**src/rtl/tt_um_umar316798_pwm.sv**
```systemverilog
// Multi-channel PWM generator with double-buffered duty/period registers,
// a shared prescaler and edge- or center-aligned counting, wrapped in the
// Tiny Tapeout user-project shell.
module tt_um_umar316798_pwm #(
    parameter int unsigned CHANNELS = 8,
    parameter int unsigned WIDTH    = 8,
    parameter int unsigned PRE_W    = 4
) (
    input  logic [7:0] ui_in,
    output logic [7:0] uo_out,
    input  logic [7:0] uio_in,
    output logic [7:0] uio_out,
    output logic [7:0] uio_oe,
    input  logic       ena,
    input  logic       clk,
    input  logic       rst_n
);

    localparam int unsigned       ADDR_W      = 4;
    localparam logic [ADDR_W-1:0] ADDR_PERIOD = 4'd8;
    localparam logic [ADDR_W-1:0] ADDR_CTRL   = 4'd9;

    typedef enum logic {
        DIR_UP   = 1'b0,
        DIR_DOWN = 1'b1
    } dir_t;

    logic [15:0]         s1;
    logic                s2_stb;
    logic                en;
    logic                mode;
    logic [PRE_W-1:0]    pre;
    logic [PRE_W-1:0]    pcnt;
    logic [WIDTH-1:0]    cnt;
    logic [WIDTH-1:0]    cnt_nxt;
    logic [WIDTH-1:0]    top_sh;
    logic [WIDTH-1:0]    top_act;
    logic [WIDTH-1:0]    duty_sh  [CHANNELS];
    logic [WIDTH-1:0]    duty_act [CHANNELS];
    dir_t                dir;
    dir_t                dir_nxt;
    logic [CHANNELS-1:0] pwm;
    logic                wr;
    logic                tick;
    logic                load;
    logic                mode_chg;
    logic [ADDR_W-1:0]   wr_addr;
    logic [7:0]          wr_data;
    logic                unused_bits;

    // A write fires once per rising edge of the captured strobe
    assign wr       = s1[15] & ~s2_stb;
    assign wr_addr  = s1[11:8];
    assign wr_data  = s1[7:0];
    assign tick     = en & (pcnt == pre);
    assign mode_chg = wr & (wr_addr == ADDR_CTRL) & (wr_data[1] != mode);

    assign uo_out      = 8'(pwm);
    assign uio_out     = 8'h00;
    assign uio_oe      = 8'h00;
    assign unused_bits = &{1'b0, s1[14:12], wr_data};

    // Counter/direction next state and load-point detection
    always_comb begin
        cnt_nxt = cnt;
        dir_nxt = dir;
        load    = 1'b0;
        if (!en) begin
            cnt_nxt = '0;
            dir_nxt = DIR_UP;
            load    = 1'b1;
        end else if (tick) begin
            if (!mode) begin
                if (cnt >= top_act) begin
                    cnt_nxt = '0;
                    load    = 1'b1;
                end else begin
                    cnt_nxt = cnt + WIDTH'(1);
                end
            end else if (top_act == '0) begin
                cnt_nxt = '0;
                dir_nxt = DIR_UP;
                load    = 1'b1;
            end else if ((dir == DIR_UP) && (cnt < top_act)) begin
                cnt_nxt = cnt + WIDTH'(1);
                if (cnt_nxt == top_act) begin
                    dir_nxt = DIR_DOWN;
                end
            end else if (cnt <= WIDTH'(1)) begin
                cnt_nxt = '0;
                dir_nxt = DIR_UP;
                load    = 1'b1;
            end else begin
                cnt_nxt = cnt - WIDTH'(1);
                dir_nxt = DIR_DOWN;
            end
        end
        if (mode_chg) begin
            dir_nxt = DIR_UP;
        end
    end

    // Two-stage capture of the register port
    always_ff @(posedge clk or negedge rst_n) begin
        if (!rst_n) begin
            s1     <= '0;
            s2_stb <= 1'b0;
        end else if (ena) begin
            s1     <= {ui_in, uio_in};
            s2_stb <= s1[15];
        end
    end

    // Control register and shadow/active register banks
    always_ff @(posedge clk or negedge rst_n) begin
        if (!rst_n) begin
            en      <= 1'b0;
            mode    <= 1'b0;
            pre     <= '0;
            top_sh  <= '1;
            top_act <= '1;
            for (int i = 0; i < CHANNELS; i++) begin
                duty_sh[i]  <= '0;
                duty_act[i] <= '0;
            end
        end else if (ena) begin
            if (load) begin
                top_act <= top_sh;
                for (int i = 0; i < CHANNELS; i++) begin
                    duty_act[i] <= duty_sh[i];
                end
            end
            if (wr) begin
                if (wr_addr == ADDR_PERIOD) begin
                    top_sh <= wr_data[WIDTH-1:0];
                end
                if (wr_addr == ADDR_CTRL) begin
                    en   <= wr_data[0];
                    mode <= wr_data[1];
                    pre  <= wr_data[4+PRE_W-1:4];
                end
                for (int i = 0; i < CHANNELS; i++) begin
                    if (wr_addr == ADDR_W'(i)) begin
                        duty_sh[i] <= wr_data[WIDTH-1:0];
                    end
                end
            end
        end
    end

    // Prescaler and PWM counter
    always_ff @(posedge clk or negedge rst_n) begin
        if (!rst_n) begin
            pcnt <= '0;
            cnt  <= '0;
            dir  <= DIR_UP;
        end else if (ena) begin
            pcnt <= (!en || tick) ? '0 : pcnt + PRE_W'(1);
            cnt  <= cnt_nxt;
            dir  <= dir_nxt;
        end
    end

    // Registered compare outputs
    always_ff @(posedge clk or negedge rst_n) begin
        if (!rst_n) begin
            pwm <= '0;
        end else if (ena) begin
            for (int i = 0; i < CHANNELS; i++) begin
                pwm[i] <= en & (cnt < duty_act[i]);
            end
        end
    end

endmodule

```
**config.mk**
```make
export PLATFORM = sky130hd
export DESIGN_NAME = tt_um_umar316798_pwm
export DESIGN_NICKNAME = d
export VERILOG_FILES = /design/src/rtl/tt_um_umar316798_pwm.sv
export SDC_FILE = /design/constraint.sdc
export NUM_CORES = 1
export LEC_CHECK = 0
export BUFFER_PORTS_ARGS = -buffer_cell sky130_fd_sc_hd__buf_4
export CAP_MARGIN = 20
export CORE_ASPECT_RATIO = 2
export CORE_MARGIN = 1.5
export CORE_UTILIZATION = 45
export DETAILED_ROUTE_END_ITERATION = 12
export PLACE_DENSITY = 0.65
export REMOVE_ABC_BUFFERS = 1
export SLEW_MARGIN = 10
export SYNTH_ARGS = -nofsm -noshare
export SYNTH_HDL_FRONTEND = slang
export SYNTH_SLANG_ARGS = --single-unit
```
**constraint.sdc**
```tcl
create_clock -name clk -period 3.55 [get_ports clk]
set_input_delay 0.1775 -clock clk [delete_from_list [all_inputs] [get_ports clk]]
set_output_delay 0.1775 -clock clk [all_outputs]
set_load 0.02 [all_outputs]
```
==> flow_summary.json, run 1 <==
{
  "clockBufferDepth": 2,
  "synthFlopType": "dfrtp_1",
  "dp.cells": 1096,
  "grt_pass1_wl_mm": 33.8,
  "die_w_um": 105,
  "root_buffer": "clkbuf_16",
  "drive_gt1_frac": 0.232,
  "drt-total-wl_mm": 20.9,
  "internal_power_w": 0.00556,
  "worstPathRequired_ps": 3890,
  "power.density_nw_per_um2": 873,
  "async_reset_ff_frac": 1.00,
  "max-vdd-ir-drop_v": 0.000905,
  "post_cts_buffers": 0,
  "num_vias": 6257,
  "htreeDepth": 4,
  "path_class": "reg -> reg",
  "slew_headroom": 0.348,
  "layout.nets": 950,
  "hold_class": "in -> reg",
  "coreArea_um2": 20400,
  "synth.top_cell.area_share": 0.454,
  "hold_violations": 0,
  "start_kind": "flip-flop",
  "place.port_buffers": 23,
  "final_cells": 1142,
  "vias_per_cell": 5.48,
  "cts_buffers": 17,
  "fillCellCount": 1867,
  "cp_slowest_cell": "dfstp_2",
  "grt_max_degree": 113,
  "r2r-start": "top_act[5]",
  "yosysTopAreaCell": "dfrtp_1",
  "pwr-share-comb": 0.457,
  "grt-ovfl-total": 0,
  "setup_viol": 0,
  "hpwl_mm": 13.8,
  "remaining_drc_errors": 0,
  "ys_warn_count": 0,
  "rsz0062_at_grt": "no",
  "worstPathMaxFanout": 67,
  "finalMaxSlewViolations": 0,
  "antenna_cells": 0,
  "crit_chain": "inv_1, ha_1, a211oi_1, o21bai_1, and4bb_2, o21bai_4, a21oi_4, buf_12, nand2_1, o22ai_1",
  "p_seq_frac": 0.349,
  "clkPwrFrac": 0.194,
  "io_pins": 43,
  "die_y_um": 206,
  "netlist_top_cells_area": "dfrtp_1 (45%), mux2_2 (12%), ha_1 (9.1%)",
  "switching_share": 0.392,
  "ctsResizeCount": 0,
  "syn_inst": 826,
  "clkLatencyLatePin_ps": 430,
  "power.leakage_nw": 4.71,
  "fmax_ghz": 0.327,
  "cp.arrival_ps": 3400,
  "fin_total_pwr_w": 0.00914,
  "clk_pin_slew_ps": 60,
  "post_synth_instance_area_um2": 9310,
  "clock_skew_ps": 7.20,
  "period_minus_slack_ps": 3060,
  "core.rowCount": 74,
  "end_kind": "flip-flop",
  "postSynthAreaPerCell_um2": 11.3,
  "worst_pin_slew_ps": 970,
  "grt_pass1_vias": 6436,
  "grt_antenna_before_repair": 0,
  "initial_core_util": 0.457,
  "synth_edf_count": 0,
  "synth_cell_types": 60,
  "dpl_cell_area_um2": 9770,
  "ys_ff_latch": 185,
  "cp-startpoint": "top_act[5]",
  "hold-worst-slack_ps": 169,
  "die_area_um2": 21600,
  "crit_family": "compound AO/OA/AOI/OAI gates",
  "finalCritPeriodShare": 0.861,
  "status": "finished clean",
  "slowest_delay_ps": 580,
  "cts_tree": "built",
  "crit_buf_inv": 2,
  "power.switching_w": 0.00358,
  "maxCapViolations": 0,
  "wire_per_inst_um": 18.3,
  "clock-sinks": 185,
  "drt_iter0_drc": 312,
  "yosysSeqAreaShare": 0.499,
  "synthToLayoutAreaGrowth_pct": 12.4,
  "stdcell_area_um2": 10500,
  "tns_ps": 0,
  "first_pass_iters": 4,
  "cts_hold_buf": 14,
  "routabilityCongestion": 0.810,
  "postRouteAntennaNets": 0,
  "track_usage": 0.208,
  "holdCritStartpoint": "ena"
}
## Yosys cell counts (all sizes together), types with 3 or more instances
library cell,number
o21ai,24
nor4,4
mux2,101
o22ai,64
or3,3
a21oi,15
nand2,90
nor2,24
o211ai,10
xor2,7
a22o,8
dfstp,16
ha,68
buf,31
nand4,4
inv,67
nor3b,4
clkbuf,26
nor2b,3
mux2i,5
nor3,5
xnor2,14
a211oi,12
a21boi,8
dfrtp,169
o21a,8
nand3,5
a31oi,6
## layout by cell type (no fill, tap or decap), types with 4 or more instances in the layout
cell type,synthesis,routed
inv_1,67,67
nand4_1,4,4
nor3_1,4,4
nand3_1,5,5
a21oi_1,14,13
dlygate4sd3_1,0,14
dfrtp_1,169,169
conb_1,1,16
buf_4,17,41
clkinv_4,0,4
clkbuf_16,0,17
mux2_2,100,100
dfstp_2,16,16
o21ai_0,24,24
xor2_1,7,7
o22ai_1,64,64
nor2_1,22,22
a21boi_0,8,8
a31oi_1,6,6
ha_1,68,68
clkinv_2,0,4
o211ai_1,10,10
o21a_1,8,8
mux2i_1,5,5
nand2_1,89,89
xnor2_1,14,14
a211oi_1,12,12
buf_12,0,4
a22o_1,8,8
## sequential cells by signal, indices dropped and copies added (netlist names), 4 cells and up
name      cells
uo_out        8
duty_sh      64
pcnt          4
duty_act     64
top_sh        8
pre           4
s1           13
top_act       8
cnt           8
## final cells by class
cell class | count | area, µm² | share of cell area
flip-flops and latches | 185 | 4650 | 0.444
multi-input cells | 530 | 4130 | 0.395
repair buffers | 60 | 542 | 0.0518
clock buffers | 21 | 450 | 0.0430
well taps | 266 | 333 | 0.0318
inverters | 69 | 259 | 0.0247
clock inverters | 11 | 100 | 0.00956
## worst register-to-register path, stage by stage, from the launching register on
cell and delay (ps):
dfstp_2 580, inv_1 70, ha_1 290, a211oi_1 340
o21bai_1 160, and4bb_2 400, o21bai_4 100, a21oi_4 250
buf_12 310, nand2_1 280, o22ai_1 190
## logic make-up after synthesis
kind of cell	after synthesis	synth area share
multiplexers	106	0.128
flip-flops	185	0.499
AND/OR/NAND/NOR	154	0.0801
adder cells (fa/ha/maj)	68	0.0914
other	1	0.000403
XOR/XNOR	21	0.0198
AO/OA/AOI/OAI	165	0.117
buffers and inverters	126	0.0640
## per-layer routing
layer  GRT usage  vias up  wire [µm]
met1       0.232     3154       8490
li1            -     2958          -
met3      0.0363       40        498
met2       0.383      105      11200
met5           0        -          0
met4      0.0964        0        729
## final timing paths
| path | end | slack, ps | depth (start not counted) |
|---|---|---|---|
| hold reg to reg | top_act[3] | 480 | 2 |
| setup / recovery | cnt[1] | 490 | 10 |
| hold / removal | pcnt[0] | 170 | 2 |
| setup reg to reg | cnt[1] | 490 | 10 |
| max in group asynchronous | top_act[2] | 2160 | 3 |
| min in group asynchronous | duty_act[23] | 440 | 2 |
## power groups by stage
stage / registers (W) / logic (W) / clock network (W)
CTS: 0.00319 / 0.00422 / 0.00182
detailed placement: 0.00323 / 0.00420 / 0
global route: 0.00327 / 0.00465 / 0.00189
floorplan: 0.00321 / 0.00277 / 0
global placement: 0.00321 / 0.00409 / 0
finish: 0.00319 / 0.00417 / 0.00178
## per-stage QoR
| stage | utilization | setup WS, ps |
|---|---|---|
| 4_1_cts | 0.514 | 522 |
| 3_5_place_dp | 0.480 | 529 |
| 2_1_floorplan | - | -496 |
| 3_3_place_gp | 0.480 | 638 |
| 6_report | 0.514 | 494 |
| 5_1_grt | 0.514 | 326 |
(Power assumes the default switching activity.)
==> run 2, diff against run 1 <==
CELL_PAD_IN_SITES_DETAIL_PLACEMENT = 1   (was not set)
CELL_PAD_IN_SITES_GLOBAL_PLACEMENT = 2   (was not set)
CORE_MARGIN = not set   (was 1.5)
CORE_UTILIZATION = 42   (was 45)
PLACE_DENSITY = 0.84   (was 0.65)
clock period = 3.15 ns   (was 3.55 ns; I/O delays follow)
==> run 2 against run 1 <==
- critical path depth unchanged
- via count up 2.4%
- worst setup slack worse by 260 ps
- die area up 5.5%
- total power up 16%
- critical path type unchanged
- global-route usage up 2.3 points
- combinational power up 17%
- clock power up 19%
- clock skew up 4.8 ps
- highest routed layer unchanged
- largest power group unchanged
==> flow_summary.json, run 2 (same netlist as run 1, synthesis figures left out) <==
{
  "cts_buffers": 17,
  "wire_per_inst_um": 20.6,
  "die_area_um2": 22800,
  "finalMaxSlewViolations": 0,
  "cts_tree": "built",
  "first_pass_iters": 4,
  "maxCapViolations": 0,
  "die_y_um": 213,
  "finalCritPeriodShare": 0.926,
  "place.port_buffers": 23,
  "coreArea_um2": 21700,
  "fillCellCount": 2340,
  "post_cts_buffers": 0,
  "synthToLayoutAreaGrowth_pct": 12.9,
  "worst_pin_slew_ps": 1010,
  "worstPathRequired_ps": 3510,
  "vias_per_cell": 5.55,
  "clock-sinks": 185,
  "slew_headroom": 0.327,
  "core.rowCount": 76,
  "cp_slowest_cell": "dfstp_2",
  "die_w_um": 107,
  "crit_chain": "inv_1, ha_1, a211oi_2, o21bai_1, and4bb_2, o21bai_4, a21oi_4, buf_12, nand2_1, o21ai_0",
  "tns_ps": 0,
  "track_usage": 0.231,
  "num_vias": 6407,
  "io_pins": 43,
  "routabilityCongestion": 0.824,
  "power.leakage_nw": 4.75,
  "drt-total-wl_mm": 23.8,
  "root_buffer": "clkbuf_16",
  "hold_class": "in -> reg",
  "worstPathMaxFanout": 39,
  "drt_iter0_drc": 224,
  "grt_max_degree": 119,
  "reg_top3": "duty_act x64, duty_sh x64, s1 x13",
  "crit_buf_inv": 2,
  "period_minus_slack_ps": 2920,
  "grt-ovfl-total": 0,
  "initial_core_util": 0.429,
  "cp.arrival_ps": 3270,
  "start_kind": "flip-flop",
  "setup_viol": 0,
  "max-vdd-ir-drop_v": 0.000740,
  "grt_antenna_before_repair": 0,
  "hold-worst-slack_ps": 180,
  "clock_skew_ps": 12.0,
  "hpwl_mm": 16.3,
  "remaining_drc_errors": 0,
  "slowest_delay_ps": 580,
  "hold_violations": 0,
  "postRouteAntennaNets": 0,
  "antenna_cells": 0,
  "end_kind": "flip-flop",
  "layout_commonest_cell": "dfrtp_1",
  "status": "finished clean",
  "grt_pass1_wl_mm": 38.6,
  "rsz0062_at_grt": "no",
  "htreeDepth": 4,
  "crit_family": "compound AO/OA/AOI/OAI gates",
  "path_class": "reg -> reg",
  "clk_pin_slew_ps": 70,
  "final_cell_mix": "dfrtp_1 (169), mux2_2 (100), nand2_1 (89)",
  "drive_gt1_frac": 0.234,
  "clkLatencyLatePin_ps": 440,
  "clockBufferDepth": 2,
  "power.density_nw_per_um2": 1010,
  "layout.nets": 955,
  "fmax_ghz": 0.343,
  "grt_pass1_vias": 7218
}
-- run 2: final cells by class --
| type | instances | area [µm²] | share of cell area |
|---|---|---|---|
| Sequential cell | 185 | 4650 | 0.442 |
| Inverter | 69 | 259 | 0.0246 |
| Clock buffer | 25 | 475 | 0.0452 |
| Clock inverter | 7 | 92.6 | 0.00881 |
| Tap cell | 273 | 342 | 0.0325 |
| Multi-Input combinational cell | 530 | 4140 | 0.394 |
| Timing Repair Buffer | 65 | 554 | 0.0527 |
-- run 2: repair_timing --
item / CTS / global route
endpoints found under the setup margin: 0 / 1
gates resized for setup: 0 / 1
hold endpoints to repair: 113 / 0
hold buffers: 14 / 0
-- run 2: stage by stage --
step | area (µm²) | total power (W) | util | cells | setup WS (ps)
after floorplan | 9030 | 0.00674 | - | 784 | -896
after global placement | 9800 | 0.00837 | 0.452 | 1108 | 283
after detailed placement | 9800 | 0.00858 | 0.452 | 1108 | 179
after CTS | 10500 | 0.0108 | 0.484 | 1154 | 155
after global routing | 10500 | 0.0114 | 0.485 | 1154 | 42.1
final | 10500 | 0.0106 | 0.485 | 1154 | 233
-- run 2: metal layers --
metal  vias to the layer above  track usage  share of wire
met5                         -            0              0
met4                         0        0.105          0.038
met3                        42       0.0383          0.022
met2                        96        0.434           0.56
met1                      3311        0.249           0.38
li1                       2958            -              -
-- run 2: worst paths after layout --
path / depth (start not counted) / end / slack, ps / start
hold / removal: 2 / pcnt[0] / 180 / ena
setup reg to reg: 10 / cnt[2] / 230 / top_act[5]
hold reg to reg: 2 / top_act[4] / 490 / top_sh[4]
setup / recovery: 10 / cnt[2] / 230 / top_act[5]
min in group asynchronous: 2 / duty_sh[15] / 400 / rst_n
max in group asynchronous: 3 / uo_out[1] / 1790 / rst_n
-- run 2: power by group --
| part | internal (W) | total, W | switching [W] |
|---|---|---|---|
| combinational | 0.00201 | 0.00488 | 0.00286 |
| sequential | 0.00316 | 0.00361 | 0.000448 |
| clock | 0.00121 | 0.00211 | 0.000904 |
==> run 3, diff against run 2 <==
CELL_PAD_IN_SITES_DETAIL_PLACEMENT = not set   (was 1)
CELL_PAD_IN_SITES_GLOBAL_PLACEMENT = not set   (was 2)
CORE_UTILIZATION = 45   (was 42)
PLACE_DENSITY = 0.65   (was 0.84)
==> run 3 against run 2 <==
- total power shrank 0.59%
- clock skew fell by 5.3 ps
- clock power rose by 7%
- sequential share of layout area down 0.21 points
- critical path depth unchanged
- wire length decreased by 12%
- via count down 2.3%
- global-route usage is 2.1 points lower
- largest cell class unchanged
==> flow_summary.json, run 3 (same netlist as run 1, synthesis figures left out) <==
{
  "ctsResizeCount": 0,
  "maxCapViolations": 0,
  "place.port_buffers": 23,
  "clockBufferDepth": 2,
  "core.rowCount": 74,
  "slew_headroom": 0.438,
  "switching_share": 0.383,
  "drt_iter0_drc": 242,
  "path_class": "reg -> reg",
  "die_y_um": 205,
  "antenna_cells": 0,
  "coreArea_um2": 20400,
  "start_kind": "flip-flop",
  "wire_per_inst_um": 18.3,
  "worst_pin_slew_ps": 844,
  "reg_top3": "duty_act x64, duty_sh x64, s1 x13",
  "num_vias": 6257,
  "power.switching_w": 0.00403,
  "die_w_um": 104,
  "hold_class": "in -> reg",
  "fillCellCount": 1854,
  "first_pass_iters": 4,
  "track_usage": 0.210,
  "grt-ovfl-total": 0,
  "status": "finished clean",
  "cts_buffers": 17,
  "layout.nets": 955,
  "initial_core_util": 0.457,
  "die_area_um2": 21300,
  "cp_slowest_cell": "dfstp_2",
  "internal_power_w": 0.00651,
  "clock_skew_ps": 6.70,
  "post_cts_buffers": 0,
  "grt_max_degree": 104,
  "cp.arrival_ps": 3320,
  "worstPathMaxFanout": 67,
  "p_seq_frac": 0.341,
  "finalMaxSlewViolations": 0,
  "crit_buf_inv": 2,
  "hold-worst-slack_ps": 150,
  "io_pins": 43,
  "multiInputGateArea_um2": 4130,
  "hold_violations": 0,
  "finalCritPeriodShare": 0.942,
  "clock-sinks": 185,
  "crit_chain": "inv_1, ha_1, a211oi_1, o21bai_1, and4bb_2, o21bai_4, a21oi_4, buf_12, nand2_1, o21ai_0",
  "postRouteAntennaNets": 0,
  "end_kind": "flip-flop",
  "cts_tree": "built",
  "utilization": 0.518,
  "vias_per_cell": 5.46,
  "remaining_drc_errors": 0,
  "clk_pin_slew_ps": 70,
  "drt-total-wl_mm": 21.0,
  "routabilityCongestion": 0.848,
  "grt_pass1_wl_mm": 33.7,
  "setup_viol": 0,
  "fmax_ghz": 0.337,
  "crit_family": "compound AO/OA/AOI/OAI gates",
  "power.density_nw_per_um2": 998,
  "pwr-share-comb": 0.445,
  "final_cell_mix": "dfrtp_1 (169), mux2_2 (100), nand2_1 (89)",
  "slowest_delay_ps": 570,
  "grt_pass1_vias": 6276,
  "layout_commonest_cell": "dfrtp_1",
  "worstPathRequired_ps": 3500,
  "clkLatencyLatePin_ps": 440,
  "htreeDepth": 4,
  "power.leakage_nw": 4.76,
  "synthToLayoutAreaGrowth_pct": 13.4,
  "period_minus_slack_ps": 2970,
  "cts_hold_buf": 14,
  "max-vdd-ir-drop_v": 0.00106,
  "seqCellArea_um2": 4650,
  "drive_gt1_frac": 0.234,
  "root_buffer": "clkbuf_16",
  "hpwl_mm": 14.1,
  "clkPwrFrac": 0.214,
  "grt_antenna_before_repair": 0,
  "rsz0062_at_grt": "no"
}
## run 3: routing by layer
layer	up-vias	GRT usage	wire length (µm)
li1	2962	-	-
met1	3129	0.237	8270
met2	129	0.379	11200
met3	37	0.0421	828
met4	0	0.102	763
met5	-	0	0
## run 3: final timing paths
check | start | end | slack (ps) | cells past startpoint
worst max-delay path | top_act[5] | cnt[6] | 180 | 10
worst max register to register | top_act[5] | cnt[6] | 180 | 10
min in group asynchronous | rst_n | duty_act[20] | 360 | 2
worst min register to register | top_sh[3] | top_act[3] | 480 | 2
worst min-delay path | ena | pcnt[0] | 150 | 2
max in group asynchronous | rst_n | duty_sh[36] | 1880 | 3
## run 3: stage by stage
step                      setup TNS (ps)  cell area (µm²)  power (W)  setup WS (ps)  instances
after floorplan                   -45110             9030    0.00674           -896        784
after global placement                 0             9800    0.00821            265       1101
after detailed placement               0             9800    0.00835            199       1101
after CTS                              0            10600     0.0106            173       1147
after global routing                   0            10600     0.0113           6.00       1147
final                                  0            10600     0.0105            183       1147
## run 3: power groups by stage
stage / Sequential [W] / Combinational [W] / Clock, W
2_1_floorplan: 0.00362 / 0.00312 / 0
3_3_place_gp: 0.00361 / 0.00460 / 0
3_5_place_dp: 0.00364 / 0.00471 / 0
4_1_cts: 0.00360 / 0.00475 / 0.00230
5_1_grt: 0.00368 / 0.00520 / 0.00239
6_report: 0.00360 / 0.00469 / 0.00225
## run 3: cell type report
class	count	share of cell area
flip-flops and latches	185	0.440
multi-input cells	530	0.391
repair buffers	65	0.0537
clock buffers	24	0.0447
well taps	266	0.0315
inverters	69	0.0245
clock inverters	8	0.0140
